**config.mk**
```make
export PLATFORM = sky130hd
export DESIGN_NAME = digit_serial_adder
export DESIGN_NICKNAME = d
export VERILOG_FILES = /design/src/rtl/digit_serial_adder_pkg.sv /design/src/rtl/digit_serial_adder_rca_digit.sv /design/src/rtl/digit_serial_adder.sv
export SDC_FILE = /design/constraint.sdc
export NUM_CORES = 1
export LEC_CHECK = 0
export BUFFER_PORTS_ARGS = -buffer_cell sky130_fd_sc_hd__clkbuf_2
export CAP_MARGIN = 20
export CORE_MARGIN = 5
export CORE_UTILIZATION = 55
export CTS_BUF_LIST = sky130_fd_sc_hd__clkbuf_8
export CTS_CLUSTER_SIZE = 30
export DETAILED_ROUTE_END_ITERATION = 8
export GPL_TIMING_DRIVEN = 0
export PLACE_DENSITY = 0.79
export SYNTH_ARGS = -nofsm -noshare
export SYNTH_HDL_FRONTEND = slang
export SYNTH_HIERARCHICAL = 1
export SYNTH_SLANG_ARGS = --single-unit
```
**constraint.sdc**
```tcl
create_clock -name clk -period 14 [get_ports clk]
set_input_delay 0.7 -clock clk [delete_from_list [all_inputs] [get_ports clk]]
set_output_delay 0.7 -clock clk [all_outputs]
set_load 0.05 [all_outputs]
```
**src/rtl/digit_serial_adder_pkg.sv**
```systemverilog
// Shared types and sizing helpers for the digit-serial adder/subtractor.
package digit_serial_adder_pkg;

  typedef enum logic [1:0] {
    IDLE = 2'd0,
    CALC = 2'd1,
    DONE = 2'd2
  } state_t;

  localparam int DEFAULT_WIDTH = 32;
  localparam int DEFAULT_DIGIT = 8;
  localparam int NUM_DIGITS    = DEFAULT_WIDTH / DEFAULT_DIGIT;

  // Counter must stay at least one bit wide, even for single-digit builds.
  function automatic int cnt_width(input int num_digits);
    return (num_digits > 1) ? $clog2(num_digits) : 1;
  endfunction

endpackage

```
**src/rtl/digit_serial_adder_rca_digit.sv**
```systemverilog
// One DIGIT-wide ripple-carry slice built from full_adder cells; also
// exposes the carry into its MSB so the top can derive signed overflow.
module full_adder (
  input  logic a,
  input  logic b,
  input  logic cin,
  output logic sum,
  output logic cout
);

  assign sum  = a ^ b ^ cin;
  assign cout = (a & b) | (cin & (a ^ b));

endmodule

module rca_digit #(
  parameter int DIGIT = 8
) (
  input  logic [DIGIT-1:0] a,
  input  logic [DIGIT-1:0] b,
  input  logic             cin,
  output logic [DIGIT-1:0] sum,
  output logic             cout,
  output logic             carry_msb
);

  logic [DIGIT:0] carry;

  assign carry[0] = cin;

  for (genvar i = 0; i < DIGIT; i++) begin : g_fa
    full_adder u_fa (
      .a    (a[i]),
      .b    (b[i]),
      .cin  (carry[i]),
      .sum  (sum[i]),
      .cout (carry[i+1])
    );
  end

  assign cout      = carry[DIGIT];
  assign carry_msb = carry[DIGIT-1];

endmodule

```
**src/rtl/digit_serial_adder.sv**
```systemverilog
// Multi-cycle adder/subtractor processing DIGIT bits per clock behind
// valid/ready handshakes. Define DIGIT_SERIAL_ADDER_FLAGS_EN for ovf/zero.
module digit_serial_adder
  import digit_serial_adder_pkg::*;
#(
  parameter int WIDTH = 32,
  parameter int DIGIT = 8
) (
  input  logic             clk,
  input  logic             rst_n,
  input  logic             in_valid,
  output logic             in_ready,
  input  logic [WIDTH-1:0] a,
  input  logic [WIDTH-1:0] b,
  input  logic             cin,
  input  logic             sub,
  output logic             out_valid,
  input  logic             out_ready,
  output logic [WIDTH-1:0] sum,
  output logic             cout
`ifdef DIGIT_SERIAL_ADDER_FLAGS_EN
  ,
  output logic             ovf,
  output logic             zero
`endif
);

  localparam int NUM_DIG = WIDTH / DIGIT;
  localparam int CNT_W   = cnt_width(NUM_DIG);
  localparam logic [CNT_W-1:0] LAST_DIGIT = CNT_W'(NUM_DIG - 1);

  if (WIDTH % DIGIT != 0) begin : g_width_check
    $error("digit_serial_adder: WIDTH must be a multiple of DIGIT");
  end

  state_t           state;
  logic [WIDTH-1:0] op_a;
  logic [WIDTH-1:0] op_b;
  logic             carry;
  logic [CNT_W-1:0] counter;

  int unsigned      base;
  logic [DIGIT-1:0] dig_a;
  logic [DIGIT-1:0] dig_b;
  logic [DIGIT-1:0] dig_sum;
  logic             dig_cout;
  logic             dig_carry_msb;

  // NOTE: every always_comb output gets a default first, so no path can leave
  // it unassigned and infer a latch.
  always_comb begin
    base  = int'(counter) * DIGIT;
    dig_a = op_a[base +: DIGIT];
    dig_b = op_b[base +: DIGIT];
  end

  rca_digit #(.DIGIT(DIGIT)) u_slice (
    .a         (dig_a),
    .b         (dig_b),
    .cin       (carry),
    .sum       (dig_sum),
    .cout      (dig_cout),
    .carry_msb (dig_carry_msb)
  );

`ifdef DIGIT_SERIAL_ADDER_FLAGS_EN
  logic [WIDTH-1:0] sum_final;

  // The zero flag must see the digit being written this cycle, not the old one.
  always_comb begin
    sum_final               = sum;
    sum_final[base +: DIGIT] = dig_sum;
  end
`else
  logic unused_carry_msb;
  assign unused_carry_msb = dig_carry_msb;
`endif

  // NOTE: sequential state uses non-blocking assignments only, so every
  // register samples pre-edge values regardless of statement order.
  // NOTE: only flops live here (no memories), so all of them take the reset.
  always_ff @(posedge clk) begin
    if (!rst_n) begin
      state     <= IDLE;
      in_ready  <= 1'b1;
      out_valid <= 1'b0;
      op_a      <= '0;
      op_b      <= '0;
      carry     <= 1'b0;
      counter   <= '0;
      sum       <= '0;
      cout      <= 1'b0;
`ifdef DIGIT_SERIAL_ADDER_FLAGS_EN
      ovf       <= 1'b0;
      zero      <= 1'b0;
`endif
    end else begin
      case (state)
        IDLE: begin
          if (in_valid && in_ready) begin
            op_a     <= a;
            op_b     <= b ^ {WIDTH{sub}};
            carry    <= sub ? 1'b1 : cin;
            counter  <= '0;
            in_ready <= 1'b0;
            state    <= CALC;
          end
        end
        CALC: begin
          sum[base +: DIGIT] <= dig_sum;
          carry              <= dig_cout;
          counter            <= counter + 1'b1;
          if (counter == LAST_DIGIT) begin
            cout      <= dig_cout;
`ifdef DIGIT_SERIAL_ADDER_FLAGS_EN
            ovf       <= dig_carry_msb ^ dig_cout;
            zero      <= (sum_final == '0);
`endif
            out_valid <= 1'b1;
            state     <= DONE;
          end
        end
        DONE: begin
          if (out_ready) begin
            out_valid <= 1'b0;
            in_ready  <= 1'b1;
            state     <= IDLE;
          end
        end
        default: state <= IDLE;
      endcase
    end
  end

endmodule

```
==> results.toml <==
[pwr]
p_switching_mw = 0.1945
switching_share = 0.2926
power_frac_seq = 0.489
power_density_nw_per_um2 = 118.4
p_comb_frac = 0.197
p_int_mw = 0.4701
power_leakage_nw = 2.249
power.share.clock = 0.314
power.total_mw = 0.6646
vdd_drop_max_uv = 82.61

[grt]
grt.met3_usage = 0.05142
grt-busiest-layer = "met2"
grt_usage = 0.2343
antenna_found_initial = 0
gr-usage-met1 = 0.3003
grt.met2_usage = 0.3838
grt_max_degree = 19
grt_overflow_total = 0
grt_pass1_vias = 3897
grt_first_pass_wirelength_um = 19080

[yosys]
syn_area_um2 = 4743
synthTopCellsByCount = "104 x dfxtp_1, 87 x nand2_1, 39 x a21oi_1"
synth_top_family_by_area = "compound AO/OA/AOI/OAI gates"
synth_area_leaders = "dfxtp_1 44%, a211oi_2 7.9%, nand2_1 6.9%"
synth_flop_cell = "dfxtp_1"
synthMostInstantiatedCell = "dfxtp_1"
syn_avg_cell_area_um2 = 10.29
syn_inst = 461
synth-seq-cells = 104
synth_nets = 544
synthXorXnorAreaFrac = 0.05909
yosys.area_share.simple = 0.1361
synth_async_sr_flop_share = 0
synth_cell_types = 40
ys_warn_count = 6
synth_mux_area_frac = 0.07755
synth_compound_area_frac = 0.1920
synth_top_area_frac = 0.4389
yosysTopAreaCell = "dfxtp_1"
synthAdderAreaFrac = 0.04695
seq_area_frac_synth = 0.4389
synth-edff-count = 0

[critical_path]
worst-path-max-fanout = 10
criticalPathCategory = "register to register"
worstPathRequired_ps = 14300
worst_ep_arrival_time_ps = 5650
end_kind = "register"
worst_setup_path_start_kind = "register"

[job]
maxCapViolCount = 0

[sta]
fin_tns_setup_ps = 0
rsz0062_at_grt = "no"
layout_min_cycle_time_ps = 5350
final.setup_skew_ps = 9.317
hold_viol_final = 0
slew_headroom = 0.5565
worst_pin_slew_ps = 660.1
setup_violations = 0
min_period_over_period = 0.3821
max_freq_mhz = 186.9
maxSlewViolCount = 0

[cts]
clock_tree.root_cell = "clkbuf_8"
clock_latency_ps = 360
cts_tree = "built"
cts_max_path_buffers = 2
cts_buffers = 9
cts.sinks = 104
htreeDepth = 3
ctsResizeCount = 0
clkTransAtPathRegs_ps = 100
cts_hold_buf = 0
post_cts_buffers = 0

[floorplan]
die_x_um = 102.9
core_area_um2 = 8299
io_pins = 105
die_height_um = 102.9
rows = 33
die_area_um2 = 10580
start_util = 0.5715

[layout]
final_nets = 657
area_growth_pct = 18.31
fillers = 643
n_antenna_cell = 0
drive_gt1_frac = 0.3506
final_cells = 684
fin_area_um2 = 5612

[placement]
portBuffers = 102
place.gp.congestion = 0.8101
place_inst = 668
dpl_cell_area_um2 = 5385
place_hpwl_um = 8931

[drt]
drtIter0Drc = 224
vias = 3888
viasPerCell = 5.684
dr.pass1.iters = 5
drc = 0
antenna_left = 0
wirelength_um = 11940
wire_per_inst_um = 17.45

[run_status]
status = "finished, final reports clean"

[hold_path]
hp-class = "register to register"
==> state kept, by name, indices dropped and copies added, names as in the netlist <==
signal     count
out_valid      1
op_b          32
state          2
carry          1
sum           32
cout           1
in_ready       1
counter        2
op_a          32
==> final timing paths <==
kind / start / to / slack (ps) / depth (start not counted)
worst max-delay path: counter[1] / sum[23] / 8650 / 13
worst min-delay path: op_a[3] / op_a[3] / 460 / 2
worst max register to register: counter[1] / sum[23] / 8650 / 13
worst min register to register: op_a[3] / op_a[3] / 460 / 2
==> through the flow <==
step | setup slack, ps | hold slack [ps] | util
2_1_floorplan | 9189 | 431.5 | -
6_report | 8650 | 461.4 | 0.6762
3_5_place_dp | 8733 | 446.9 | 0.6489
3_3_place_gp | 8842 | 438.5 | 0.6489
5_1_grt | 8564 | 481.6 | 0.6762
4_1_cts | 8710 | 460.8 | 0.6762
==> worst max-delay path: stages (launching register included) <==
cell	delay, ps
dfxtp_1	370
buf_2	270
buf_1	530
mux4_2	440
fa_1	460
fa_1	390
fa_1	410
fa_1	420
fa_1	400
fa_1	390
fa_1	420
fa_1	580
nand2_1	70
o22ai_1	120
==> final cells by class <==
class	count	area (µm²)	area share
multi-input combinational	315	2427	0.4326
sequential	104	2082	0.3710
tap	105	131.4	0.02341
clock inverter	7	102.6	0.01828
clock buffer	9	123.9	0.02207
buffer	36	209.0	0.03724
inverter	6	25.02	0.004459
timing repair buffer	102	510.5	0.09097
==> cells by family after synthesis <==
family,after synthesis
flops,104
mux,16
compound gates,111
buf+inv,42
xor+xnor,32
fa+ha+maj,13
simple gates,143
==> power by group through the flow <==
stage / Combinational (mW) / Sequential [mW] / Clock (mW)
final: 0.131 / 0.325 / 0.209
after global routing: 0.142 / 0.326 / 0.222
after CTS: 0.130 / 0.324 / 0.211
after detailed placement: 0.129 / 0.331 / 0
after global placement: 0.125 / 0.330 / 0
after floorplan: 0.0878 / 0.332 / 0
==> metal layers <==
layer,share of wire,up-vias
met4,0.023,0
met3,0.077,26
met2,0.48,172
met1,0.42,1851
li1,-,1839
met5,0,-
==> placed cells by master (no fill, tap or decap), drive strengths merged <==
master    instances
dfxtp           104
o21ai             3
a211oi           32
o22ai             8
nand4bb           3
clkbuf          113
and3b             1
buf              34
mux4             16
a31oi             2
nor2             33
nand3             5
nand2b            2
a21oi            42
nand2            87
nor4              1
a22o             18
o2bb2ai           5
nor3              3
or4               2
nor2b             2
xnor2            32
nand4             1
ha                5
fa                8
bufinv            2
nand3b            1
clkinvlp          3
inv               8
and4bb            1
a2bb2o            1
and2b             1
No activity file was read; power rests on OpenSTA's default activity.
